### src/rtl/ald_plant_pkg.sv
// Shared types and defaults for the ALD reactor plant emulator.
package ald_plant_pkg;

   typedef enum logic [1:0] {
      PUMP_OFF      = 2'd0,
      PUMP_SPINUP   = 2'd1,
      PUMP_READY    = 2'd2,
      PUMP_SPINDOWN = 2'd3
   } pump_state_t;

   localparam int P_W_DEF          = 12;
   localparam int P_ATM_DEF        = 4000;
   localparam int P_VAC_TH_DEF     = 64;
   localparam int P_ATM_TH_DEF     = 3900;
   localparam int PUMP_SHIFT_DEF   = 4;
   localparam int MFC_STEP_DEF     = 2;
   localparam int DOSE_STEP_DEF    = 40;
   localparam int T_W_DEF          = 10;
   localparam int T_AMB_DEF        = 25;
   localparam int T_SET_DEF        = 250;
   localparam int T_HYST_DEF       = 5;
   localparam int HEAT_DIV_DEF     = 4;
   localparam int COOL_DIV_DEF     = 16;
   localparam int SPINUP_TICKS_DEF = 2000;

   // Fibonacci LFSR, taps 16,14,13,11 -> bits 15,13,12,10
   localparam logic [15:0] LFSR_SEED = 16'hACE1;
   localparam logic [15:0] LFSR_TAPS = 16'hB400;

   function automatic logic [15:0] lfsr_next(input logic [15:0] s);
      return {s[14:0], ^(s & LFSR_TAPS)};
   endfunction

endpackage

### src/rtl/ald_plant_pump_fsm.sv
// Turbo pump model: spin-up / ready / spin-down sequencing on the 1 kHz tick.
module ald_plant_pump_fsm
   import ald_plant_pkg::*;
#(
   parameter int SPINUP_TICKS = SPINUP_TICKS_DEF
) (
   input  logic       clk,
   input  logic       rst,
   input  logic       tick,
   input  logic       pump_en,
   output logic [1:0] state
);
   localparam int CW = $clog2(SPINUP_TICKS);
   // The tick that enters a phase counts as its first tick, hence the -2.
   localparam logic [CW-1:0] UP_LAST = CW'(SPINUP_TICKS - 2);
   localparam logic [CW-1:0] DN_LAST = CW'(SPINUP_TICKS / 2 - 2);

   pump_state_t     state_q, state_nxt;
   logic [CW-1:0]   cnt, cnt_nxt;

   always_ff @(posedge clk) begin
      if (rst) begin
         state_q <= PUMP_OFF;
         cnt     <= '0;
      end else begin
         state_q <= state_nxt;
         cnt     <= cnt_nxt;
      end
   end

   always_comb begin
      state_nxt = state_q;
      cnt_nxt   = cnt;
      if (tick) begin
         case (state_q)
            PUMP_OFF: if (pump_en) begin
               state_nxt = PUMP_SPINUP;
               cnt_nxt   = '0;
            end
            PUMP_SPINUP: begin
               if (!pump_en) begin
                  state_nxt = PUMP_SPINDOWN;
                  cnt_nxt   = '0;
               end else if (cnt == UP_LAST) state_nxt = PUMP_READY;
               else cnt_nxt = cnt + CW'(1);
            end
            PUMP_READY: if (!pump_en) begin
               state_nxt = PUMP_SPINDOWN;
               cnt_nxt   = '0;
            end
            PUMP_SPINDOWN: begin
               if (pump_en) begin
                  state_nxt = PUMP_SPINUP;
                  cnt_nxt   = '0;
               end else if (cnt == DN_LAST) state_nxt = PUMP_OFF;
               else cnt_nxt = cnt + CW'(1);
            end
            default: state_nxt = PUMP_OFF;
         endcase
      end
   end

   assign state = state_q;

endmodule

### src/rtl/ald_plant_emulator.sv
// HIL model of the ALD reactor: pressure, temperature, pump and dose sensing.
// Optional build macro ALD_PLANT_NOISE_EN adds +/-1 LFSR noise to pressure.
module ald_plant_emulator
   import ald_plant_pkg::*;
#(
   parameter int P_W          = P_W_DEF,
   parameter int P_ATM        = P_ATM_DEF,
   parameter int P_VAC_TH     = P_VAC_TH_DEF,
   parameter int P_ATM_TH     = P_ATM_TH_DEF,
   parameter int PUMP_SHIFT   = PUMP_SHIFT_DEF,
   parameter int MFC_STEP     = MFC_STEP_DEF,
   parameter int DOSE_STEP    = DOSE_STEP_DEF,
   parameter int T_W          = T_W_DEF,
   parameter int T_AMB        = T_AMB_DEF,
   parameter int T_SET        = T_SET_DEF,
   parameter int T_HYST       = T_HYST_DEF,
   parameter int HEAT_DIV     = HEAT_DIV_DEF,
   parameter int COOL_DIV     = COOL_DIV_DEF,
   parameter int SPINUP_TICKS = SPINUP_TICKS_DEF
) (
   input  logic           clk,
   input  logic           rst,
   input  logic           tick,
   input  logic           sv1,
   input  logic           sv4,
   input  logic           vv1,
   input  logic           vv2,
   input  logic           mfc,
   input  logic           heater,
   input  logic           pump_en,
   input  logic           vent,
   output logic           pressure_switch,
   output logic           atmosphere,
   output logic           temp_ready,
   output logic           tp1,
   output logic [P_W-1:0] pressure,
   output logic [T_W-1:0] temp,
   output logic           mix_fault,
   output logic [7:0]     sv1_doses,
   output logic [7:0]     sv4_doses
);
   localparam int SW = P_W + 2;
   localparam int DW = $clog2((COOL_DIV > HEAT_DIV) ? COOL_DIV : HEAT_DIV) + 1;

   localparam logic [P_W-1:0] P_ATM_V  = P_W'(P_ATM);
   localparam logic [P_W-1:0] P_VAC_V  = P_W'(P_VAC_TH);
   localparam logic [P_W-1:0] P_ATMT_V = P_W'(P_ATM_TH);
   localparam logic [SW-1:0]  MFC_V    = SW'(MFC_STEP);
   localparam logic [SW-1:0]  DOSE_V   = SW'(DOSE_STEP);
   localparam logic [T_W-1:0] T_AMB_V  = T_W'(T_AMB);
   localparam logic [T_W-1:0] T_SET_V  = T_W'(T_SET);
   localparam logic [T_W-1:0] T_CLR_V  = T_W'(T_SET - T_HYST);
   localparam logic [DW-1:0]  HEAT_V   = DW'(HEAT_DIV);
   localparam logic [DW-1:0]  COOL_V   = DW'(COOL_DIV);

   logic [1:0]  pump_raw;
   pump_state_t pump_state;

   ald_plant_pump_fsm #(.SPINUP_TICKS(SPINUP_TICKS)) u_pump (
      .clk     (clk),
      .rst     (rst),
      .tick    (tick),
      .pump_en (pump_en),
      .state   (pump_raw)
   );

   assign pump_state = pump_state_t'(pump_raw);
   assign tp1        = (pump_state == PUMP_READY);

   logic [SW-1:0] noise;
`ifdef ALD_PLANT_NOISE_EN
   logic [15:0] lfsr;
   always_ff @(posedge clk) begin
      if (rst)       lfsr <= LFSR_SEED;
      else if (tick) lfsr <= lfsr_next(lfsr);
   end
   assign noise = lfsr[0] ? SW'(1) : '1;
`else
   assign noise = '0;
`endif

   logic [P_W-1:0] dec, p_nxt;
   logic [SW-1:0]  inflow, p_sum;

   // Arithmetic runs in P_W+2 bits so the sign bit catches underflow before clamping.
   always_comb begin
      dec = '0;
      if (vv1 | vv2) begin
         case (pump_state)
            PUMP_READY: dec = ((pressure >> PUMP_SHIFT) != '0) ? (pressure >> PUMP_SHIFT)
                                                                : {{(P_W-1){1'b0}}, |pressure};
            PUMP_SPINUP, PUMP_SPINDOWN: dec = pressure >> (PUMP_SHIFT + 1);
            default: dec = '0;
         endcase
      end
      inflow = (mfc ? MFC_V : '0) + (sv1 ? DOSE_V : '0) + (sv4 ? DOSE_V : '0);
      p_sum  = {2'b00, pressure} - {2'b00, dec} + inflow + noise;
      if (vent)                 p_nxt = P_ATM_V;
      else if (p_sum[SW-1])     p_nxt = '0;
      else if (|p_sum[SW-2:P_W]) p_nxt = '1;
      else                      p_nxt = p_sum[P_W-1:0];
   end

   logic           heater_q, sv1_q, sv4_q, step, trdy_nxt;
   logic [DW-1:0]  div_q, div_cur;
   logic [T_W-1:0] t_nxt;

   // A heater change restarts the divider; the changing tick counts as the first one.
   always_comb begin
      div_cur  = ((heater != heater_q) ? '0 : div_q) + DW'(1);
      step     = (div_cur == (heater ? HEAT_V : COOL_V));
      t_nxt    = temp;
      if (step && heater && (temp != '1))        t_nxt = temp + T_W'(1);
      else if (step && !heater && (temp > T_AMB_V)) t_nxt = temp - T_W'(1);
      trdy_nxt = temp_ready;
      if (t_nxt >= T_SET_V)     trdy_nxt = 1'b1;
      else if (t_nxt < T_CLR_V) trdy_nxt = 1'b0;
   end

   always_ff @(posedge clk) begin
      if (rst) begin
         pressure        <= P_ATM_V;
         pressure_switch <= 1'b0;
         atmosphere      <= 1'b1;
         temp            <= T_AMB_V;
         temp_ready      <= 1'b0;
         div_q           <= '0;
         heater_q        <= 1'b0;
         sv1_q           <= 1'b0;
         sv4_q           <= 1'b0;
         sv1_doses       <= '0;
         sv4_doses       <= '0;
         mix_fault       <= 1'b0;
      end else if (tick) begin
         pressure        <= p_nxt;
         pressure_switch <= (p_nxt <= P_VAC_V);
         atmosphere      <= (p_nxt >= P_ATMT_V);
         temp            <= t_nxt;
         temp_ready      <= trdy_nxt;
         div_q           <= step ? '0 : div_cur;
         heater_q        <= heater;
         sv1_q           <= sv1;
         sv4_q           <= sv4;
         if (sv1 && !sv1_q && (sv1_doses != 8'hFF)) sv1_doses <= sv1_doses + 8'd1;
         if (sv4 && !sv4_q && (sv4_doses != 8'hFF)) sv4_doses <= sv4_doses + 8'd1;
         if (sv1 && sv4) mix_fault <= 1'b1;
      end
   end

endmodule
### config.mk
export PLATFORM = sky130hd
export DESIGN_NAME = ald_plant_emulator
export DESIGN_NICKNAME = d
export VERILOG_FILES = /design/src/rtl/ald_plant_pkg.sv /design/src/rtl/ald_plant_pump_fsm.sv /design/src/rtl/ald_plant_emulator.sv
export SDC_FILE = /design/constraint.sdc
export NUM_CORES = 1
export LEC_CHECK = 0
export ABC_AREA = 1
export ABC_CLOCK_PERIOD_IN_PS = 4630
export BUFFER_PORTS_ARGS = -buffer_cell sky130_fd_sc_hd__buf_2
export CAP_MARGIN = 10
export CELL_PAD_IN_SITES_DETAIL_PLACEMENT = 0
export CELL_PAD_IN_SITES_GLOBAL_PLACEMENT = 1
export CORE_UTILIZATION = 30
export DETAILED_ROUTE_END_ITERATION = 7
export GPL_ROUTABILITY_DRIVEN = 0
export PLACE_DENSITY = 0.58
export REMOVE_ABC_BUFFERS = 1
export SLEW_MARGIN = 20
export SYNTH_ARGS = -nofsm -noshare
export SYNTH_HDL_FRONTEND = slang
export SYNTH_SLANG_ARGS = --single-unit
### constraint.sdc
create_clock -name clk -period 4.63 [get_ports clk]
set_clock_uncertainty 0.15 [all_clocks]
set_input_delay 0.926 -clock clk [delete_from_list [all_inputs] [get_ports clk]]
set_output_delay 0.926 -clock clk [all_outputs]
set_load 0.05 [all_outputs]
==> flow_summary_export.csv, run 1 <==
group,metric,value,unit
flow_run,cap_violations,0,
clock_tree,cts_sinks,63,
layout,drive_gt1_share,20.9,%
pwr,p_int,1.44,mW
pwr,switchingPower,0.943,mW
route,route.detailed.drc,0,
sta,setup_viol,0,
worst_setup_path,crit_type,"flop to flop",
floorplan,rows,46,
worst_setup_path,path_common_cell,"nand2_1",
sta,hold_viol_final,0,
yosys,async_flop_share,0,%
clock_tree,clock_latency,0.33,ns
route,ant_nets,0,
route,drt-total-wl,14000,um
yosys,syn_avg_cell_area,6.50,sq um
global_routing,track_usage,17.6,%
place,dp_hpwl,10800,um
yosys,synth_edf_count,0,
route,vias_per_cell,4.65,
clock_tree,ctsLongestPathBuffers,2,
worst_setup_path,worstPathArrival,4.36,ns
worst_setup_path,critPathMaxStageDelay,0.44,ns
yosys,ys_ff_latch,63,
global_routing,grt_pass1_wl,22800,um
floorplan,die_w,129,um
layout,fillerInstances,1740,
floorplan,initial_core_util,30.7,%
sta,fin_ws,0.311,ns
sta,fin_crit_sh,93.3,%
pwr,p_comb_share,42.8,%
floorplan,die_y,129,um
global_routing,grt_pass1_vias,4668,
worst_hold_path,hp-class,"flop to flop",
worst_setup_path,endpoint_kind,"flop",
layout,final_cell_mix,"169 x nand2_1, 104 x inv_1, 62 x dfxtp_1, 56 x a21oi_1, 53 x buf_2",
layout,nets,857,
pwr,power.share.clock,31.5,%
clock_tree,cts_max_level,3,
sta,drv_slew,0,
place,dp_cells,1013,
pwr,p_total,2.38,mW
global_routing,globalRouteOverflowTotal,0,
yosys,synth_area,4850,sq um
yosys,ys_warn_count,0,
yosys,synthDistinctLibCells,49,
clock_tree,clk_pin_slew,0.06,ns
layout,final_cells,1038,
floorplan,core_area,15800,sq um
sta,max-slew-margin-rel,54.5,%
floorplan,io_pins,54,
worst_setup_path,critPathMaxFanout,6,
outcome,status,"finished clean",
route,drt-wirelength-per-cell,13.5,um
place,portBuffers,53,
sta,worst_slew_pin_slew,0.676,ns
layout,area_delta_synth_final,22.0,%
layout,final_common_cell,"nand2_1",
worst_setup_path,required,4.67,ns
layout,final_util,37.4,%
clock_tree,tritoncts,"done",
place,place_area,5400,sq um
worst_setup_path,crit_slowest_cell,"fa_2",
place,pre_cts_ws,-0.0499,ns
sta,layout_min_cycle_time,4.32,ns
global_routing,grt_max_degree,29,
yosys,synthFlopType,"dfxtp_1",
yosys,ys_seq_area_share,26.0,%
global_routing,antenna_found_initial,0,
sta,timing.hold.ws,0.311,ns
clock_tree,root_buffer,"clkbuf_16",
yosys,syn_inst,747,
pwr,switching_share,39.6,%
floorplan,die_area,16700,sq um
worst_setup_path,start_kind,"flop",
layout,n_antenna_cell,0,
pwr,vdd_drop_max,0.219,mV
route,vias,4830,
layout,fin_area,5920,sq um
sta,tns,0,ns
pwr,leakagePower,2.78,nW
route,drt_iter0_drc,225,
route,drtPass1Iterations,4,
pwr,p_per_area,402,nW/um^2
clock_tree,cts_buffers,9,
pwr,pwr-share-seq,25.7,%
sta,max_clock_freq,232,MHz
[repair_timing]
action | CTS | global route
gates cloned | 0 | 1
hold buffers | 0 | 0
resized for setup | 1 | 29
setup buffers | 0 | 8
pin swaps | 1 | 13
setup endpoints to repair | 1 | 14
[registers in the layout, indices dropped and copies added, names as in the netlist, 2 cells and up]
signal,count
div_q,5
temp,10
u_pump.state,2
sv1_doses,8
pressure,12
sv4_doses,8
u_pump.cnt,11
[critical path: cells and delay by family (launching register included)]
| kind | cells | cell delay [ns] |
|---|---|---|
| AND/OR/NAND/NOR | 18 | 1.82 |
| adder cells (fa/ha/maj) | 4 | 1.10 |
| AO/OA/AOI/OAI | 4 | 0.53 |
| flip-flops | 1 | 0.32 |
| buffers and inverters | 3 | 0.25 |
[final timing paths]
check	slack, ns	end	from	depth (start not counted)
setup / recovery	0.31	pressure_switch	pressure[10]	29
hold / removal	0.31	mix_fault	mix_fault	2
setup reg to reg	0.31	pressure_switch	pressure[10]	29
hold reg to reg	0.31	mix_fault	mix_fault	2
[logic make-up (layout without fill, tap and decap cells)]
family	after synthesis	in the layout	synth area share (%)
DFF	63	63	26.0
AOI/OAI and AO/OA	146	146	16.9
buffers and inverters	136	210	11.2
adders and majority gates	29	29	7.63
and+or+nand+nor	348	349	33.3
muxes	1	1	0.206
xor gates and xnor gates	24	24	4.72
[layer usage]
layer,vias up,part of all wire [%],global-route usage [%]
met2,42,49,30.6
met5,-,0,0
met1,2196,49,22.3
li1,2583,-,-
met4,0,0.85,4.78
met3,9,1.8,2.93
[area by class of cell]
type                       instances  area, sq um  share of cell area [%]
multi-input combinational        549         3170                    53.6
sequential                        63         1260                    21.4
inverter                         118          443                    7.48
timing repair buffer              76          438                    7.39
tap                              216          270                    4.56
clock buffer                      11          253                    4.27
clock inverter                     5         80.1                    1.35
[synthesized netlist by cell type, types with 3 or more instances]
cell type	n	area share (%)
o211ai_1	3	0.46
nand3_2	6	1.2
ha_1	28	7.2
nand4_1	11	1.4
a21oi_2	5	0.90
inv_1	105	8.1
xor2_1	16	2.9
nor2_4	4	0.93
nor2_1	50	3.9
o22ai_1	6	0.77
nor4_1	4	0.52
clkinv_1	3	0.23
xnor2_1	7	1.3
dfxtp_1	63	26
nor3_1	22	2.3
nand3_4	3	1.1
nand2_1	177	14
buf_6	4	0.93
a31oi_1	3	0.39
nand2_2	12	1.5
inv_2	10	0.77
nand3_1	44	4.5
nor2_2	6	0.77
o21ai_0	51	5.3
a21oi_1	57	5.9
clkbuf_1	11	0.85
o21ai_1	6	0.62
a211oi_1	6	0.93
[power by group through the flow]
stage	clock [mW]	combinational, mW	sequential, mW
2_1_floorplan	0	0.604	0.700
3_5_place_dp	0	0.921	0.623
5_1_grt	0.801	1.14	0.619
6_report	0.750	1.02	0.613
3_3_place_gp	0	0.923	0.623
4_1_cts	0.772	0.926	0.612
Note: power is estimated with default switching activity, not from simulation.
==> run 2: changes to the inputs <==
--- a/config.mk
+++ b/config.mk
@@ -5,16 +5,15 @@
 export SDC_FILE = /design/constraint.sdc
 export NUM_CORES = 1
 export LEC_CHECK = 0
-export ABC_AREA = 1
 export ABC_CLOCK_PERIOD_IN_PS = 4630
 export BUFFER_PORTS_ARGS = -buffer_cell sky130_fd_sc_hd__buf_2
 export CAP_MARGIN = 10
 export CELL_PAD_IN_SITES_DETAIL_PLACEMENT = 0
 export CELL_PAD_IN_SITES_GLOBAL_PLACEMENT = 1
+export CORE_MARGIN = 2
 export CORE_UTILIZATION = 30
 export DETAILED_ROUTE_END_ITERATION = 7
-export GPL_ROUTABILITY_DRIVEN = 0
-export PLACE_DENSITY = 0.58
+export PLACE_DENSITY = 0.56
 export REMOVE_ABC_BUFFERS = 1
 export SLEW_MARGIN = 20
 export SYNTH_ARGS = -nofsm -noshare
==> run 2 against run 1 <==
  * Via count fell by 8.7%
  * Critical path depth fell by 10
  * Total power fell by 3.0%
  * First-iteration DRC count fell by 4.0%
  * Design area fell by 3.3%
  * Largest cell class unchanged
==> flow_summary_export.csv, run 2 <==
group,metric,value,unit
yosys,synthDistinctLibCells,67,
layout,nets,713,
yosys,ys_warn_count,0,
yosys,syn_inst,573,
sta,fin_crit_sh,98.0,%
sta,setup_viol,0,
floorplan,rows,44,
yosys,synthAdderAreaFrac,8.30,%
yosys,synth-simple-area-share,23.6,%
global_routing,grt_max_degree,49,
clock_tree,root_buffer,"clkbuf_16",
worst_setup_path,critPathMaxStageDelay,0.43,ns
yosys,synth.area.mux_share,2.27,%
yosys,synth_top_family_by_area,"simple AND/OR/NAND/NOR gates",
layout,largest_reg_flops,12,
layout,area_delta_synth_final,28.4,%
worst_setup_path,crit_buf_inv,2,
global_routing,grt_pass1_wl,20700,um
clock_tree,clk_pin_slew,0.06,ns
route,drt-total-wl,12600,um
global_routing,track_usage,16.0,%
yosys,synth-xor-area-share,9.82,%
pwr,vdd_drop_max,0.255,mV
global_routing,antenna_found_initial,0,
worst_setup_path,cp_top_family,"compound AO/OA/AOI/OAI gates",
sta,max-slew-margin-rel,41.6,%
layout,largest_register,"pressure",
yosys,post-synth-top-count-cell,"nor2_1",
clock_tree,tritoncts,"done",
worst_setup_path,start_kind,"primary input",
layout,final_common_cell,"nor2_1",
floorplan,io_pins,54,
sta,max_clock_freq,220,MHz
yosys,synth_top_cell_by_area,"dfxtp_1",
sta,drv_slew,0,
route,ant_nets,0,
yosys,ys_ff_latch,63,
sta,layout_min_cycle_time,4.54,ns
layout,final_cell_mix,"67 x nor2_1, 62 x dfxtp_1, 61 x buf_4, 59 x nand2_1, 53 x buf_2",
worst_setup_path,crit_chain,"buf_2 -> nor2_2 -> or2_4 -> a21oi_2 -> ha_2 -> fa_2 -> nor2b_4 -> o31ai_2 -> a21boi_2 -> ha_1 -> buf_4 -> a22o_1 -> or4_4 -> and4_4 -> a211o_1 -> and3_4 -> o31ai_2 -> a21oi_1 -> a211o_1",
worst_setup_path,timing.rr.start,"pressure[5]",
yosys,synth-compound-area-share,23.6,%
floorplan,die_y,126,um
worst_setup_path,crit_cells,19,
place,dp_hpwl,9460,um
worst_setup_path,worstPathArrival,4.61,ns
clock_tree,ctsLongestPathBuffers,2,
layout,drive_gt1_share,23.9,%
clock_tree,cts_max_level,3,
clock_tree,cts_sinks,63,
sta,worst_slew_pin_slew,0.871,ns
yosys,synth_edf_count,0,
worst_hold_path,hp-class,"flop to flop",
floorplan,die_w,126,um
worst_hold_path,min-delay-start,"sv4_q",
worst_hold_path,hold_depth,2,
sta,timing.hold.ws,0.324,ns
global_routing,grt_pass1_vias,4180,
worst_setup_path,crit_type,"primary input to flop",
route,drt-wirelength-per-cell,14.6,um
outcome,status,"finished clean",
floorplan,core_area,14500,sq um
route,vias_per_cell,5.12,
route,drt_iter0_drc,216,
flow_run,cap_violations,0,
floorplan,initial_core_util,30.7,%
worst_setup_path,required,4.70,ns
yosys,yosys-top-cells-area,"dfxtp_1 28%, ha_1 7.9%, nor2_1 6.1%",
worst_setup_path,r2r_cells,20,
yosys,yosys.area.top_type_share,28.3,%
sta,fin_ws,0.0910,ns
floorplan,die_area,15900,sq um
sta,hold_viol_final,0,
worst_setup_path,crit_slowest_cell,"or4_4",
worst_setup_path,startpoint,"vv2",
layout,n_antenna_cell,0,
yosys,async_flop_share,0,%
global_routing,globalRouteOverflowTotal,0,
yosys,synth_common_cells,"72 x nor2_1, 63 x dfxtp_1, 59 x nand2_1, 43 x a21oi_1, 28 x ha_1",
route,drtPass1Iterations,4,
yosys,synth_area,4460,sq um
worst_setup_path,reg2reg_slack,0.10,ns
worst_setup_path,critPathMaxFanout,4,
yosys,synthFlopType,"dfxtp_1",
worst_setup_path,endpoint_kind,"flop",
pwr,leakagePower,2.43,nW
clock_tree,cts_buffers,9,
clock_tree,cts_hold_buf,0,
pwr,p_per_area,404,nW/um^2
sta,rsz0062_at_grt,"yes",
layout,top_regs,"pressure (12), u_pump.cnt (11), temp (10)",
route,vias,4410,
yosys,syn_avg_cell_area,7.78,sq um
yosys,ys_seq_area_share,28.3,%
clock_tree,clock_latency,0.34,ns
place,pre_cts_ws,-0.445,ns
route,route.detailed.drc,0,
place,portBuffers,53,
place,gp_congestion,0.798,
run 2: cell count changes after synthesis, sizes merged, moves of 8 or more:
cell / change
inv: -95
or3: +8
xnor2: +15
xor2: +11
and3: +14
a21oi: -19
o211ai: +9
mux2i: +8
nor2: +13
a211o: +8
nor3: -15
o21ai: -28
nand3: -37
nand2: -131
run 2: power by group:
part           internal [mW]  total [mW]  switching [mW]
Clock                  0.486       0.742           0.257
Combinational          0.447       0.981           0.534
Sequential             0.568       0.589          0.0207
run 2: cell families (layout without fill, tap and decap cells):
| logic type | after synthesis | count (layout) |
|---|---|---|
| simple gates | 221 | 221 |
| compound gates | 154 | 154 |
| flops | 63 | 63 |
| xor+xnor | 50 | 50 |
| buf+inv | 46 | 151 |
| fa+ha+maj | 29 | 29 |
| mux | 10 | 10 |
run 2: worst reg2reg max path, stage by stage (launching register included):
cell	delay (ns)
dfxtp_2	0.32
nor4_2	0.27
nand2_1	0.13
nor2_2	0.14
o21ai_1	0.09
a21oi_2	0.13
ha_2	0.21
fa_2	0.25
nor2b_4	0.06
o31ai_2	0.23
a21boi_2	0.20
ha_1	0.25
buf_4	0.14
a22o_1	0.22
or4_4	0.43
and4_4	0.21
a211o_1	0.27
and3_4	0.20
o31ai_2	0.20
a21oi_1	0.09
a211o_1	0.23
run 2: area by class of cell:
type | count | area [sq um]
clock buffers | 11 | 243
multi-input cells | 464 | 3110
flip-flops and latches | 63 | 1260
well taps | 184 | 230
fillers | 1558 | 8810
inverters | 21 | 78.8
repair buffers | 114 | 723
clock inverters | 5 | 81.3
run 2: per-stage QoR:
| step | TNS (ns) | power (mW) | std cells | util, % | area (sq um) |
|---|---|---|---|---|---|
| 3_3_place_gp | -2.81 | 1.53 | 844 | 36.4 | 5300 |
| 6_report | 0 | 2.31 | 862 | 39.4 | 5730 |
| 2_1_floorplan | -1.02 | 1.18 | 548 | - | 4360 |
| 4_1_cts | 0 | 2.30 | 860 | 38.9 | 5650 |
| 5_1_grt | -0.112 | 2.47 | 862 | 39.4 | 5730 |
| 3_5_place_dp | -3.80 | 1.53 | 844 | 36.4 | 5300 |
run 2: what timing repair did:
action                                  in CTS  in global routing
pin swaps                                    0                 10
gates resized for setup                      8                 18
endpoints found under the hold margin        0                  0
endpoints found under the setup margin       5                 13
setup buffers                                0                  2
run 2: layer usage:
layer | track usage [%] | share of wire [%] | routed length, um
met1 | 21.0 | 49 | 6150
met2 | 26.5 | 47 | 5860
met3 | 4.46 | 3.6 | 456
met4 | 3.49 | 0.79 | 99
met5 | 0 | 0 | 0
run 2: worst paths after layout:
check | end
worst max register to register | pressure[10]
worst min register to register | sv4_q
worst max-delay path | pressure[10]
worst min-delay path | sv4_q
==> run 3: changes to the inputs <==
--- a/config.mk
+++ b/config.mk
@@ -11,9 +11,9 @@
 export CELL_PAD_IN_SITES_DETAIL_PLACEMENT = 0
 export CELL_PAD_IN_SITES_GLOBAL_PLACEMENT = 1
 export CORE_MARGIN = 2
-export CORE_UTILIZATION = 30
+export CORE_UTILIZATION = 44
 export DETAILED_ROUTE_END_ITERATION = 7
-export PLACE_DENSITY = 0.56
+export PLACE_DENSITY = 0.78
 export REMOVE_ABC_BUFFERS = 1
 export SLEW_MARGIN = 20
 export SYNTH_ARGS = -nofsm -noshare
==> constraint.sdc (replaced) <==
create_clock -name clk -period 4.63 [get_ports clk]
set_clock_uncertainty 0.15 [all_clocks]
set_input_delay 0.6945 -clock clk [delete_from_list [all_inputs] [get_ports clk]]
set_output_delay 0.6945 -clock clk [all_outputs]
set_load 0.05 [all_outputs]
==> run 3 against run 2 <==
  * Register-to-register slack better by 0.03 ns
  * Sequential cell count stayed put
  * Core utilization rose by 15 points
  * Non-clock buffer count decreased by 24
  * Setup slack improved by 0.037 ns
  * Via count fell by 1.5%
  * Clock power is 32% lower
  * Maximum frequency increased by 0.83%
  * Count of clock-buffer cells in the layout is 1 lower
  * Critical path depth is the same
  * Cell count is 8.7% lower
  * Largest power group unchanged
  * Sequential share of layout area increased by 1.5 points
==> flow_summary_export.csv, run 3 (synthesis results as in run 2) <==
group,metric,value,unit
sta,tns,0,ns
floorplan,initial_core_util,45.4,%
place,place_area,5050,sq um
route,vias_per_cell,5.52,
global_routing,met3_usage,3.74,%
outcome,status,"finished clean",
floorplan,core_area,9820,sq um
sta,setup_viol,0,
clock_tree,clock_latency,0.34,ns
layout,largest_reg_flops,12,
clock_tree,clk_pin_slew,0.08,ns
layout,drive_gt1_share,21.6,%
sta,max-slew-margin-rel,42.6,%
sta,hold_viol_final,0,
route,drt-wirelength-per-cell,15.1,um
route,route.detailed.drc,0,
clock_tree,cts_buffers,9,
layout,fin_area,5380,sq um
layout,final_common_cell,"nor2_1",
global_routing,globalRouteOverflowTotal,0,
floorplan,rows,36,
global_routing,grt_use_met2,37.1,%
sta,rsz0062_at_grt,"yes",
floorplan,io_pins,54,
worst_setup_path,worstPathArrival,4.58,ns
layout,nets,689,
route,vias,4342,
layout,area_delta_synth_final,20.6,%
worst_setup_path,critPathMaxFanout,4,
pwr,p_total,2.00,mW
global_routing,busiest_layer,"met2",
clock_tree,cts_sinks,63,
route,drt_iter0_drc,247,
sta,fin_crit_sh,97.2,%
route,drt-total-wl,11800,um
sta,layout_min_cycle_time,4.50,ns
layout,n_antenna_cell,0,
layout,final_cells,787,
flow_run,cap_violations,0,
clock_tree,tritoncts,"done",
route,ant_nets,0,
global_routing,track_usage,21.4,%
clock_tree,root_buffer,"clkbuf_8",
place,portBuffers,53,
route,drtPass1Iterations,5,
floorplan,die_w,105,um
worst_setup_path,endpoint_kind,"flop",
layout,final_cell_mix,"70 x nor2_1, 60 x dfxtp_1, 58 x nand2_1, 53 x buf_2, 42 x a21oi_1",
floorplan,die_y,105,um
place,dp_hpwl,8510,um
global_routing,grt_pass1_vias,4095,
global_routing,grt_pass1_wl,19500,um
worst_setup_path,required,4.71,ns
place,dp_cells,768,
worst_setup_path,crit_type,"flop to flop",
pwr,p_per_area,372,nW/um^2
sta,timing.hold.ws,0.324,ns
pwr,leakagePower,2.26,nW
sta,max_clock_freq,222,MHz
worst_hold_path,hp-class,"flop to flop",
layout,top_regs,"pressure (12), u_pump.cnt (11), temp (10)",
pwr,vdd_drop_max,0.172,mV
global_routing,antenna_found_initial,0,
clock_tree,cts_max_level,3,
global_routing,use_met1,27.9,%
sta,drv_slew,0,
place,gp_congestion,0.877,
clock_tree,cts_hold_buf,0,
global_routing,grt_max_degree,49,
floorplan,die_area,11000,sq um
layout,largest_register,"pressure",
layout,fillerInstances,1026,
sta,worst_slew_pin_slew,0.856,ns
worst_setup_path,start_kind,"flop",
clock_tree,ctsLongestPathBuffers,2,
run 3: stage by stage:
| step | worst slack [ns] | utilization (%) |
|---|---|---|
| 2_1_floorplan | -0.300 | - |
| 3_3_place_gp | -0.0961 | 51.4 |
| 3_5_place_dp | -0.126 | 51.4 |
| 4_1_cts | 0.0268 | 53.5 |
| 5_1_grt | -0.0738 | 54.8 |
| 6_report | 0.128 | 54.8 |
run 3: layout make-up:
cell class / instances / area [sq um] / share of cell area [%]
tap: 133 / 166 / 3.09
timing repair buffer: 90 / 543 / 10.1
multi-input combinational: 464 / 3120 / 58.0
clock inverter: 6 / 67.6 / 1.26
inverter: 21 / 78.8 / 1.46
sequential: 63 / 1260 / 23.5
clock buffer: 10 / 138 / 2.56
run 3: final timing paths:
path	cells after the start	from	endpoint	slack, ns
setup / recovery	19	pressure[0]	pressure[10]	0.13
setup reg to reg	19	pressure[0]	pressure[10]	0.13
hold / removal	2	sv4_q	sv4_q	0.32
hold reg to reg	2	sv4_q	sv4_q	0.32
run 3: where the power goes:
group | switching, mW | total [mW] | internal (mW)
Sequential | 0.0225 | 0.590 | 0.568
Combinational | 0.537 | 0.905 | 0.368
Clock | 0.242 | 0.507 | 0.265
Total | 0.801 | 2.00 | 1.20
run 3: worst max-delay path: stages, from the launching register on:
cell      delay (ns)
dfxtp_1         0.33
nor4_2          0.28
nor2_1          0.07
o21ai_1         0.20
a21oi_1         0.10
ha_2            0.20
fa_2            0.39
nor2b_4         0.15
o31ai_2         0.09
a21boi_2        0.16
ha_1            0.32
and3_1          0.17
a22o_1          0.21
or4_4           0.42
and4_4          0.21
a211o_1         0.26
and3_4          0.20
o31ai_2         0.17
a21oi_1         0.09
a211o_1         0.22
run 3: what timing repair did:
| item | in CTS | in global routing |
|---|---|---|
| resized for setup | 1 | 30 |
| pin swaps | 0 | 15 |
| setup buffers | 0 | 3 |
| endpoints found under the hold margin | 0 | 0 |
| endpoints found under the setup margin | 1 | 14 |
| cloned | 0 | 0 |
run 3: per-layer routing:
metal / routed length (um) / part of all wire (%)
met5: 0 / 0
met1: 5610 / 47
met2: 5710 / 48
met4: 121 / 1.0
met3: 405 / 3.4
